File: config.mk
export PLATFORM = sky130hd
export DESIGN_NAME = demux4x1_tdm
export DESIGN_NICKNAME = d
export VERILOG_FILES = /design/src/rtl/demux4x1_tdm.sv
export SDC_FILE = /design/constraint.sdc
export NUM_CORES = 1
export LEC_CHECK = 0
export BUFFER_PORTS_ARGS = -buffer_cell sky130_fd_sc_hd__buf_4
export CORE_UTILIZATION = 45
export DETAILED_ROUTE_END_ITERATION = 10
export PLACE_DENSITY = 0.71
export SYNTH_ARGS = -nofsm -noshare
export SYNTH_HDL_FRONTEND = slang
export SYNTH_SLANG_ARGS = --single-unit
File: constraint.sdc
create_clock -name clk -period 1.4 [get_ports clk]
set_input_delay 0.21 -clock clk [delete_from_list [all_inputs] [get_ports clk]]
set_output_delay 0.21 -clock clk [all_outputs]
set_load 0.01 [all_outputs]
File: src/rtl/demux4x1_tdm.sv
// demux4x1_tdm -- four-slot time-division de-multiplexer.
//
// A serial stream of WIDTH-bit slots arrives on din, one slot per cycle in
// which din_valid is high. A sync beat marks slot 0. Once locked, every four
// accepted beats are released together on y0..y3 with a one-cycle
// frame_valid pulse. A sync beat arriving at slot 1..3 drops the partial
// frame, pulses sync_err and restarts the frame from that beat.
//
// Ports:
//   clk         rising-edge clock
//   rst         synchronous, active-high reset
//   din         slot data
//   din_valid   din carries a slot this cycle
//   sync        current beat is slot 0 (only meaningful with din_valid)
//   y0..y3      registered frame outputs, held between frames
//   frame_valid one-cycle pulse when y0..y3 update
//   slot        index of the next slot to be written
//   locked      high while framing is established (RUN)
//   sync_err    one-cycle pulse on a misaligned sync beat
module demux4x1_tdm #(
  parameter int WIDTH = 1
) (
  input  logic             clk,
  input  logic             rst,
  input  logic [WIDTH-1:0] din,
  input  logic             din_valid,
  input  logic             sync,
  output logic [WIDTH-1:0] y0,
  output logic [WIDTH-1:0] y1,
  output logic [WIDTH-1:0] y2,
  output logic [WIDTH-1:0] y3,
  output logic             frame_valid,
  output logic [1:0]       slot,
  output logic             locked,
  output logic             sync_err
);

  typedef enum logic {HUNT, RUN} state_t;

  state_t           state;
  // Slot 3 is never staged: it goes straight to y3 on the closing beat.
  logic [WIDTH-1:0] staging [3];

  assign locked = (state == RUN);

  always_ff @(posedge clk) begin
    if (rst) begin
      state       <= HUNT;
      slot        <= '0;
      for (int unsigned i = 0; i < 3; i++) staging[i] <= '0;
      y0          <= '0;
      y1          <= '0;
      y2          <= '0;
      y3          <= '0;
      frame_valid <= 1'b0;
      sync_err    <= 1'b0;
    end else begin
      frame_valid <= 1'b0;
      sync_err    <= 1'b0;
      case (state)
        HUNT: begin
          if (din_valid && sync) begin
            staging[0] <= din;
            slot       <= 2'd1;
            state      <= RUN;
          end
        end
        RUN: begin
          if (din_valid) begin
            if (sync && slot != 2'd0) begin
              // Realign: this beat becomes slot 0 of a fresh frame.
              sync_err   <= 1'b1;
              staging[0] <= din;
              slot       <= 2'd1;
            end else begin
              case (slot)
                2'd0: staging[0] <= din;
                2'd1: staging[1] <= din;
                2'd2: staging[2] <= din;
                2'd3: begin
                  y0          <= staging[0];
                  y1          <= staging[1];
                  y2          <= staging[2];
                  y3          <= din;
                  frame_valid <= 1'b1;
                end
                default: ;
              endcase
              // 3 + 1 wraps to 0, starting the next frame.
              slot <= slot + 2'd1;
            end
          end
        end
        default: state <= HUNT;
      endcase
    end
  end

endmodule

==> results.cfg, run 1 <==
[cells_and_area]
layout_commonest_cell = buf_4
seqCellArea_sq_um = 272
final_cell_mix = buf_4 (17), nand2b_1 (10), dfxtp_1 (8), ha_1 (5), a21oi_1 (4)
drive_gt1_share_pct = 35.5
final_core_util_pct = 65.7
nFillCells = 103
multi_input_area_sq_um = 309
nets = 87
antennaDiodeCount = 0
area_delta_synth_final_pct = 27.1

[worst_setup_path]
end_kind = flip-flop
startpoint = slot[0]
crit_path_max_incr_delay_ps = 330
critical-path-top-delay-family = simple AND/OR/NAND/NOR gates
crit_fanout = 7
crit_chain = inv_1 > ha_1 > nand2b_4 > nor2b_2 > a21o_1
cp-endpoint = staging[0][1]
r2r_setup_slack_ps = 60
cp.required_ps = 1450
critPathBufInv = 1
reg2reg_depth = 5
r2r-start = slot[0]
cp-start-kind = flip-flop
worstSetupPathType = flip-flop to flip-flop
crit_cells = 5
cp_slowest_cell = dfxtp_2
arrival_ps = 1390
r2r_end = staging[0][1]

[sta]
timing.clock.skew_ps = 1.89
worstMarginPinSlew_ps = 278
hold_viol_final = 0
drv_slew = 0
min_period_ps = 1340
holdWs_ps = 189
fin_crit_sh_pct = 95.8
setup-violations-final = 0
rsz0062_at_grt = no
fin_setup_tns_ps = 0
max_freq_mhz = 745
relSlewSlack_pct = 81.4

[logic_synthesis]
yosys_warnings = 0
yosys.area.top_type = dfxtp_1
ys_types = 23
seq_area_frac_synth_pct = 44.6
yosys_register_bits = 12
synth_top_area_share_pct = 29.8
synthCells = 59
synth.cell_area_sq_um = 606
synth_fp_nets = 69
synth.area.top_cells = dfxtp_1 (30%), edfxtp_1 (15%), ha_1 (10%)
postSynthAreaPerCell_sq_um = 10.3

[global_route]
antenna_found_initial = 0
grt_pass1_vias = 427
grt_max_degree = 17
grt_overflow_total = 0
grt_use_total_pct = 18.3
grt_pass1_wl_mm = 1.79

[clock_network]
cts_resized = 0
insertion_delay_ps = 280
htreeDepth = 1
cts_setup_buffers = 0
clkTransAtPathRegs_ps = 80
cts_tree = done
numCtsBuffers = 3
cts.sinks = 12
cts-root-buf = clkbuf_4
cts_hold_buf = 0
cts.path.max_buffers = 2

[place]
place.detailed.hpwl_um = 801
portBuffers = 13
gp_routability_congestion = 0.785

[routing]
drt_iter0_markers = 4
via_per_inst = 5.03
ant_nets = 0
wl_per_cell_um = 12.1
dr.pass1.iters = 2
routed_wl_mm = 1.09
vias = 453
drcViolationCount = 0

[power]
power.density_mw_per_mm2 = 973
max-vdd-ir-drop_mv = 0.614
cellLeakagePower_nw = 0.347

[outcome]
status = finished, final reports clean

[floorplanning]
coreArea_sq_mm = 0.00117
die_h_um = 38.7
start_util_pct = 51.7
die_x_um = 38.7
dieArea_sq_mm = 0.00150
io_pins = 14
core.rowCount = 12

[job]
cap_violations = 0

[worst_hold_path]
hold_path_class = primary input to flip-flop
==> worst min path at each step <==
stage          start      end  slack, ps  cells past startpoint
3_3_place_gp      y1       y1        460                      2
2_1_floorplan   sync   locked        350                      2
3_5_place_dp      y1       y1        470                      2
5_1_grt          rst  slot[0]        200                      2
4_1_cts          rst  slot[0]        190                      2
6_report         rst  slot[0]        190                      2
==> worst reg2reg max path, delay by kind of cell (launching register included) <==
kind | cells | cell delay, ps
adder cells (fa/ha/maj) | 1 | 210
flip-flops | 1 | 330
AND/OR/NAND/NOR | 2 | 340
AO/OA/AOI/OAI | 1 | 180
buffers and inverters | 1 | 60
==> registers in the layout, summed over array words and instances, names as in the netlist <==
name	cells
staging	3
slot	2
frame_valid	1
locked	1
sync_err	1
y0	1
y1	1
y2	1
y3	1
==> synthesized netlist by cell type <==
| cell | n |
|---|---|
| a31o_2 | 1 |
| and3_1 | 1 |
| clkbuf_1 | 1 |
| nor2_1 | 2 |
| dfxtp_1 | 9 |
| a21o_1 | 2 |
| and4_4 | 1 |
| nand2b_1 | 10 |
| inv_1 | 2 |
| ha_1 | 5 |
| a21oi_1 | 4 |
| nor3_1 | 1 |
| o2111ai_1 | 1 |
| nor2b_1 | 1 |
| nand2_1 | 3 |
| a31oi_1 | 1 |
| mux2i_1 | 4 |
| nand2b_4 | 1 |
| edfxtp_1 | 3 |
| o21ai_0 | 1 |
| nand4_1 | 2 |
| buf_6 | 1 |
| buf_2 | 2 |
==> stage by stage <==
step	power, mW	setup slack [ps]	instance area [sq um]	instances
6_report	0.749	58.3	769	90
3_5_place_dp	0.473	54.4	727	86
3_3_place_gp	0.472	48.1	727	86
4_1_cts	0.750	37.9	763	90
5_1_grt	0.784	7.74	769	90
2_1_floorplan	0.434	1.90	607	59
==> routing by layer <==
layer | vias to the layer above | part of all wire (%) | track usage, %
met3 | 2 | 5.1 | 8.67
met5 | - | 0 | 0
li1 | 236 | - | -
met1 | 204 | 46 | 19.6
met2 | 11 | 47 | 31.7
met4 | 0 | 1.3 | 5.17
==> layout make-up <==
| cell class | count | share of cell area, % |
|---|---|---|
| Clock buffer | 4 | 4.72 |
| Inverter | 2 | 0.976 |
| Multi-Input combinational cell | 41 | 40.2 |
| Sequential cell | 12 | 35.3 |
| Tap cell | 14 | 2.28 |
| Timing Repair Buffer | 17 | 16.6 |
==> kinds of logic (layout without fill, tap and decap cells) <==
group                    after synthesis  count (layout)  share of synthesized area (%)
adder cells (fa/ha/maj)                5               5                           10.3
multiplexers                           4               4                           6.61
AND/OR/NAND/NOR                       22              22                           22.5
AO/OA/AOI/OAI                         10              10                           10.5
buffers and inverters                  6              23                           5.37
flip-flops                            12              12                           44.6
==> power by group <==
group | total (mW) | internal, mW | switching (mW)
combinational | 0.0924 | 0.0470 | 0.0454
clock | 0.283 | 0.158 | 0.124
sequential | 0.374 | 0.367 | 0.00723
Note: power is estimated with default switching activity, not from simulation.
==> run 2: changes to the inputs <==
--- a/config.mk
+++ b/config.mk
@@ -6,9 +6,12 @@
 export NUM_CORES = 1
 export LEC_CHECK = 0
 export BUFFER_PORTS_ARGS = -buffer_cell sky130_fd_sc_hd__buf_4
-export CORE_UTILIZATION = 45
+export CELL_PAD_IN_SITES_DETAIL_PLACEMENT = 0
+export CELL_PAD_IN_SITES_GLOBAL_PLACEMENT = 1
+export CORE_ASPECT_RATIO = 1.2
+export CORE_UTILIZATION = 38
 export DETAILED_ROUTE_END_ITERATION = 10
-export PLACE_DENSITY = 0.71
+export PLACE_DENSITY = 0.76
 export SYNTH_ARGS = -nofsm -noshare
 export SYNTH_HDL_FRONTEND = slang
 export SYNTH_SLANG_ARGS = --single-unit
==> run 2 against run 1 <==
Clock skew increased by 1.9 ps. Combinational power down 8.1%. Sequential power hardly changed. Register-to-register slack about the same. Global-route usage fell by 3.9 points.
==> results.cfg, run 2 (same netlist as run 1, synthesis figures left out) <==
[outcome]
status = finished, final reports clean

[sta]
fin_crit_sh_pct = 94.8
hold_viol_final = 0
setup-violations-final = 0
worstMarginPinSlew_ps = 319
timing.clock.skew_ps = 3.79
min_period_ps = 1330
drv_slew = 0
rsz0062_at_grt = yes
fin_setup_tns_ps = 0
relSlewSlack_pct = 78.7
max_freq_mhz = 754

[routing]
drt_iter0_markers = 4
routed_wl_mm = 1.08
via_per_inst = 4.90
vias = 441
dr.pass1.iters = 3
wl_per_cell_um = 11.9
ant_nets = 0
drcViolationCount = 0

[power]
cellLeakagePower_nw = 0.330
total_power_uw = 673
power.density_mw_per_mm2 = 889
max-vdd-ir-drop_mv = 0.504

[global_route]
grt_use_total_pct = 14.4
grt_pass1_wl_mm = 1.70
antenna_found_initial = 0
grt_pass1_vias = 411
grt_overflow_total = 0
grt_max_degree = 17

[worst_setup_path]
critPathBufInv = 1
cp_slowest_cell = dfxtp_4
crit_cells = 5
critical-path-top-delay-family = flip-flops
cp-start-kind = flip-flop
startpoint = slot[0]
crit_chain = inv_2 > ha_2 > nand2b_4 > nor2b_4 > a21o_1
r2r_setup_slack_ps = 70
worstSetupPathType = flip-flop to flip-flop
cp.required_ps = 1380
crit_path_max_incr_delay_ps = 360
end_kind = flip-flop
crit_fanout = 7
r2r-start = slot[0]
arrival_ps = 1310
reg2reg_depth = 5

[place]
gp_routability_congestion = 0.772
place.detailed.hpwl_um = 780
portBuffers = 13

[cells_and_area]
top_register = staging
area_delta_synth_final_pct = 25.0
nets = 84
final_cell_mix = buf_4 (14), nand2b_1 (10), dfxtp_1 (8), mux2i_1 (4), ha_1 (4)
largest_reg_flops = 3
antennaDiodeCount = 0
top_regs = staging x3, slot x2
layout_commonest_cell = buf_4
drive_gt1_share_pct = 35.6

[clock_network]
htreeDepth = 1
cts_setup_buffers = 0
cts.sinks = 12
cts.path.max_buffers = 2
clkTransAtPathRegs_ps = 70
insertion_delay_ps = 260
cts-root-buf = clkbuf_4
cts_tree = done
numCtsBuffers = 3

[floorplanning]
coreArea_sq_mm = 0.00146
die_x_um = 38.4
die_h_um = 45.7
dieArea_sq_mm = 0.00176
io_pins = 14
start_util_pct = 41.4
core.rowCount = 15

[worst_hold_path]
hold_path_class = primary input to flip-flop
min_from = rst
holdPathStages = 2

[job]
cap_violations = 0
-- run 2: final timing paths --
kind,to
worst min register to register,y3
worst max-delay path,staging[0][2]
worst max register to register,staging[0][2]
worst min-delay path,slot[0]
-- run 2: stage by stage --
| stage | area [sq um] | hold WS [ps] | std cells | setup slack, ps | utilization [%] |
|---|---|---|---|---|---|
| after floorplan | 607 | 351 | 59 | 1.90 | - |
| after global placement | 708 | 461 | 86 | 30.7 | 48.4 |
| after detailed placement | 708 | 472 | 86 | 7.77 | 48.4 |
| after CTS | 734 | 220 | 90 | 38.8 | 50.2 |
| after global routing | 757 | 228 | 90 | -0.349 | 51.7 |
| final | 757 | 218 | 90 | 73.2 | 51.7 |
-- run 2: power breakdown --
group	switching, mW	total (mW)	internal [mW]
logic	0.0433	0.0849	0.0416
registers	0.00977	0.376	0.366
clock network	0.102	0.212	0.110
-- run 2: layer usage --
layer,up-vias,track usage (%),routed length (um),part of all wire (%)
met5,-,0,0,0
met4,0,8.28,17,1.6
met3,2,2.94,33,3.1
met2,9,22.7,548,51
met1,200,17.9,476,44
li1,230,-,-,-
-- run 2: final cells by class --
cell class / instances / area, sq um
Sequential cell: 12 / 274
Inverter: 2 / 7.51
Tap cell: 17 / 21.3
Timing Repair Buffer: 14 / 105
Multi-Input combinational cell: 41 / 323
Fill cell: 163 / 707
Clock buffer: 4 / 26.3
-- run 2: timing repair --
item | CTS | global route
pin swaps | 0 | 1
setup endpoints to repair | 5 | 5
hold buffers | 0 | 0
gates resized for setup | 1 | 6
==> run 3: changes to the inputs <==
--- a/config.mk
+++ b/config.mk
@@ -5,13 +5,15 @@
 export SDC_FILE = /design/constraint.sdc
 export NUM_CORES = 1
 export LEC_CHECK = 0
+export ABC_AREA = 1
 export BUFFER_PORTS_ARGS = -buffer_cell sky130_fd_sc_hd__buf_4
 export CELL_PAD_IN_SITES_DETAIL_PLACEMENT = 0
 export CELL_PAD_IN_SITES_GLOBAL_PLACEMENT = 1
 export CORE_ASPECT_RATIO = 1.2
-export CORE_UTILIZATION = 38
+export CORE_UTILIZATION = 36
 export DETAILED_ROUTE_END_ITERATION = 10
 export PLACE_DENSITY = 0.76
+export REMOVE_ABC_BUFFERS = 1
 export SYNTH_ARGS = -nofsm -noshare
 export SYNTH_HDL_FRONTEND = slang
 export SYNTH_SLANG_ARGS = --single-unit
==> run 3 against run 2 <==
Clock power increased by 10%. Sequential cell count unchanged. Total power increased by 4.1%. Critical endpoint is now staging[0][0]. Setup slack improved by 19 ps. Die area increased by 0.52%. Clock skew decreased by 1.4 ps. Largest power group unchanged. Sequential share of layout area increased by 0.54 points. Critical path depth increased by 3. First-iteration DRC count increased by 100%. Worst hold slack got worse by 59 ps. Register-to-register slack improved by 20 ps. Final area decreased by 2.8%.
==> results.cfg, run 3 <==
[place]
place.detailed.hpwl_um = 845
portBuffers = 13
gp_routability_congestion = 0.727

[global_route]
grt_pass1_vias = 381
antenna_found_initial = 0
grt_max_degree = 11
grt_use_total_pct = 14.2
grt_overflow_total = 0
grt_pass1_wl_mm = 1.60

[worst_setup_path]
worstSetupPathType = flip-flop to flip-flop
crit_fanout = 4
arrival_ps = 1350
reg2reg_depth = 8
end_kind = flip-flop
r2r_setup_slack_ps = 90
cp-start-kind = flip-flop
cp.required_ps = 1440

[routing]
dr.pass1.iters = 3
wl_per_cell_um = 10.9
ant_nets = 0
drcViolationCount = 0
vias = 498
drt_iter0_markers = 8
via_per_inst = 4.83
routed_wl_mm = 1.12

[floorplanning]
core.rowCount = 15
dieArea_sq_mm = 0.00177
coreArea_sq_mm = 0.00146
io_pins = 14
start_util_pct = 39.4
die_h_um = 45.9
die_x_um = 38.5

[logic_synthesis]
synth_edf_count = 3
yosys.area.top_type = dfxtp_1
postSynthAreaPerCell_sq_um = 8.61
synthCells = 67
synth.area.top_cells = dfxtp_1 (31%), edfxtp_1 (16%), ha_1 (11%)
yosys_warnings = 0
synth_top_flop_cell = dfxtp_1
ys_types = 16
synth.cell_area_sq_um = 577
async_reset_ff_share_pct = 0
yosys_register_bits = 12
synth_top_area_share_pct = 31.2
synth_common_cells = nand2_1 (11), nand3_1 (10), dfxtp_1 (9), a21oi_1 (7), inv_1 (6)
yosysMostFrequentCell = nand2_1
seq_area_frac_synth_pct = 46.9

[sta]
worstMarginPinSlew_ps = 228
fin_setup_tns_ps = 0
timing.clock.skew_ps = 2.35
min_period_ps = 1310
drv_slew = 0
fin_crit_sh_pct = 93.4
max_freq_mhz = 764
setup-violations-final = 0
hold_viol_final = 0
relSlewSlack_pct = 84.8
rsz0062_at_grt = no

[clock_network]
cts_tree = done
cts_setup_buffers = 0
cts-root-buf = clkbuf_4
insertion_delay_ps = 280
numCtsBuffers = 3
clkTransAtPathRegs_ps = 80
cts.sinks = 12
htreeDepth = 1
cts.path.max_buffers = 2

[outcome]
status = finished, final reports clean

[worst_hold_path]
holdPathStages = 2
hold_path_class = primary input to flip-flop

[cells_and_area]
final_cell_mix = buf_4 (16), nand2_1 (11), nand3_1 (10), dfxtp_1 (9), a21oi_1 (7)
top_register = staging
top_regs = staging x3, slot x2
final_core_util_pct = 50.3
area_delta_synth_final_pct = 27.5
nets = 97
layout_commonest_cell = buf_4
antennaDiodeCount = 0
largest_reg_flops = 3
drive_gt1_share_pct = 30.2

[power]
cellLeakagePower_nw = 0.339
max-vdd-ir-drop_mv = 0.378
power.density_mw_per_mm2 = 952

[job]
cap_violations = 0
-- run 3: changes by cell type after synthesis, sizes merged, moves of 3 or more --
| cell | change |
|---|---|
| nand2b | -11 |
| nand3 | +11 |
| nand2 | +9 |
| inv | +6 |
| mux2i | -4 |
| nor2 | +4 |
| a21oi | +3 |
-- run 3: kinds of logic (layout without fill, tap and decap cells) --
logic type / count (synthesis) / in the layout / synth area share (%)
adder cells (fa/ha/maj): 5 / 5 / 10.8
buffers and inverters: 9 / 28 / 7.16
AO/OA/AOI/OAI: 10 / 10 / 8.68
AND/OR/NAND/NOR: 31 / 31 / 26.5
flip-flops: 12 / 12 / 46.9
-- run 3: worst max-delay path, stage by stage (launching register included) --
cell and delay [ps]:
dfxtp_1 330, inv_1 80, ha_1 220, inv_1 60, nand2_1 50, nand2_1 80
a21oi_1 50, nor2_1 130, nor2_2 60
-- run 3: per-layer routing --
metal | wire length, um | track usage [%] | part of all wire [%]
met3 | 44 | 2.94 | 3.9
met4 | 48 | 12.4 | 4.3
met1 | 505 | 16.3 | 45
met2 | 525 | 21.7 | 47
met5 | 0 | 0 | 0
-- run 3: final timing paths --
| path | end | start |
|---|---|---|
| worst max-delay path | staging[0][0] | slot[0] |
| worst min-delay path | y3 | rst |
| worst min register to register | y3 | y3 |
| worst max register to register | staging[0][0] | slot[0] |
-- run 3: cell type report --
cell class | count | area (sq um)
well taps | 17 | 21.3
fillers | 144 | 728
inverters | 8 | 30.0
multi-input cells | 46 | 268
clock buffers | 4 | 26.3
repair buffers | 16 | 120
flip-flops and latches | 12 | 270
-- run 3: power breakdown --
group | switching, mW | internal [mW]
Combinational | 0.0521 | 0.0387
Clock | 0.124 | 0.111
Sequential | 0.00792 | 0.367
-- run 3: timing repair --
action / 4_1_cts / 5_1_grt
resized for setup: 0 / 1
endpoints found under the setup margin: 0 / 3
hold buffers: 0 / 0
-- run 3: metrics by stage --
step	area (sq um)	total power, mW	hold WS (ps)	worst slack (ps)	std cells
floorplan	566	0.431	279	-1.76	66
global placement	707	0.474	455	146	99
detailed placement	707	0.473	457	115	99
CTS	733	0.706	155	109	103
global route	736	0.732	157	4.96	103
finish	736	0.701	159	91.7	103
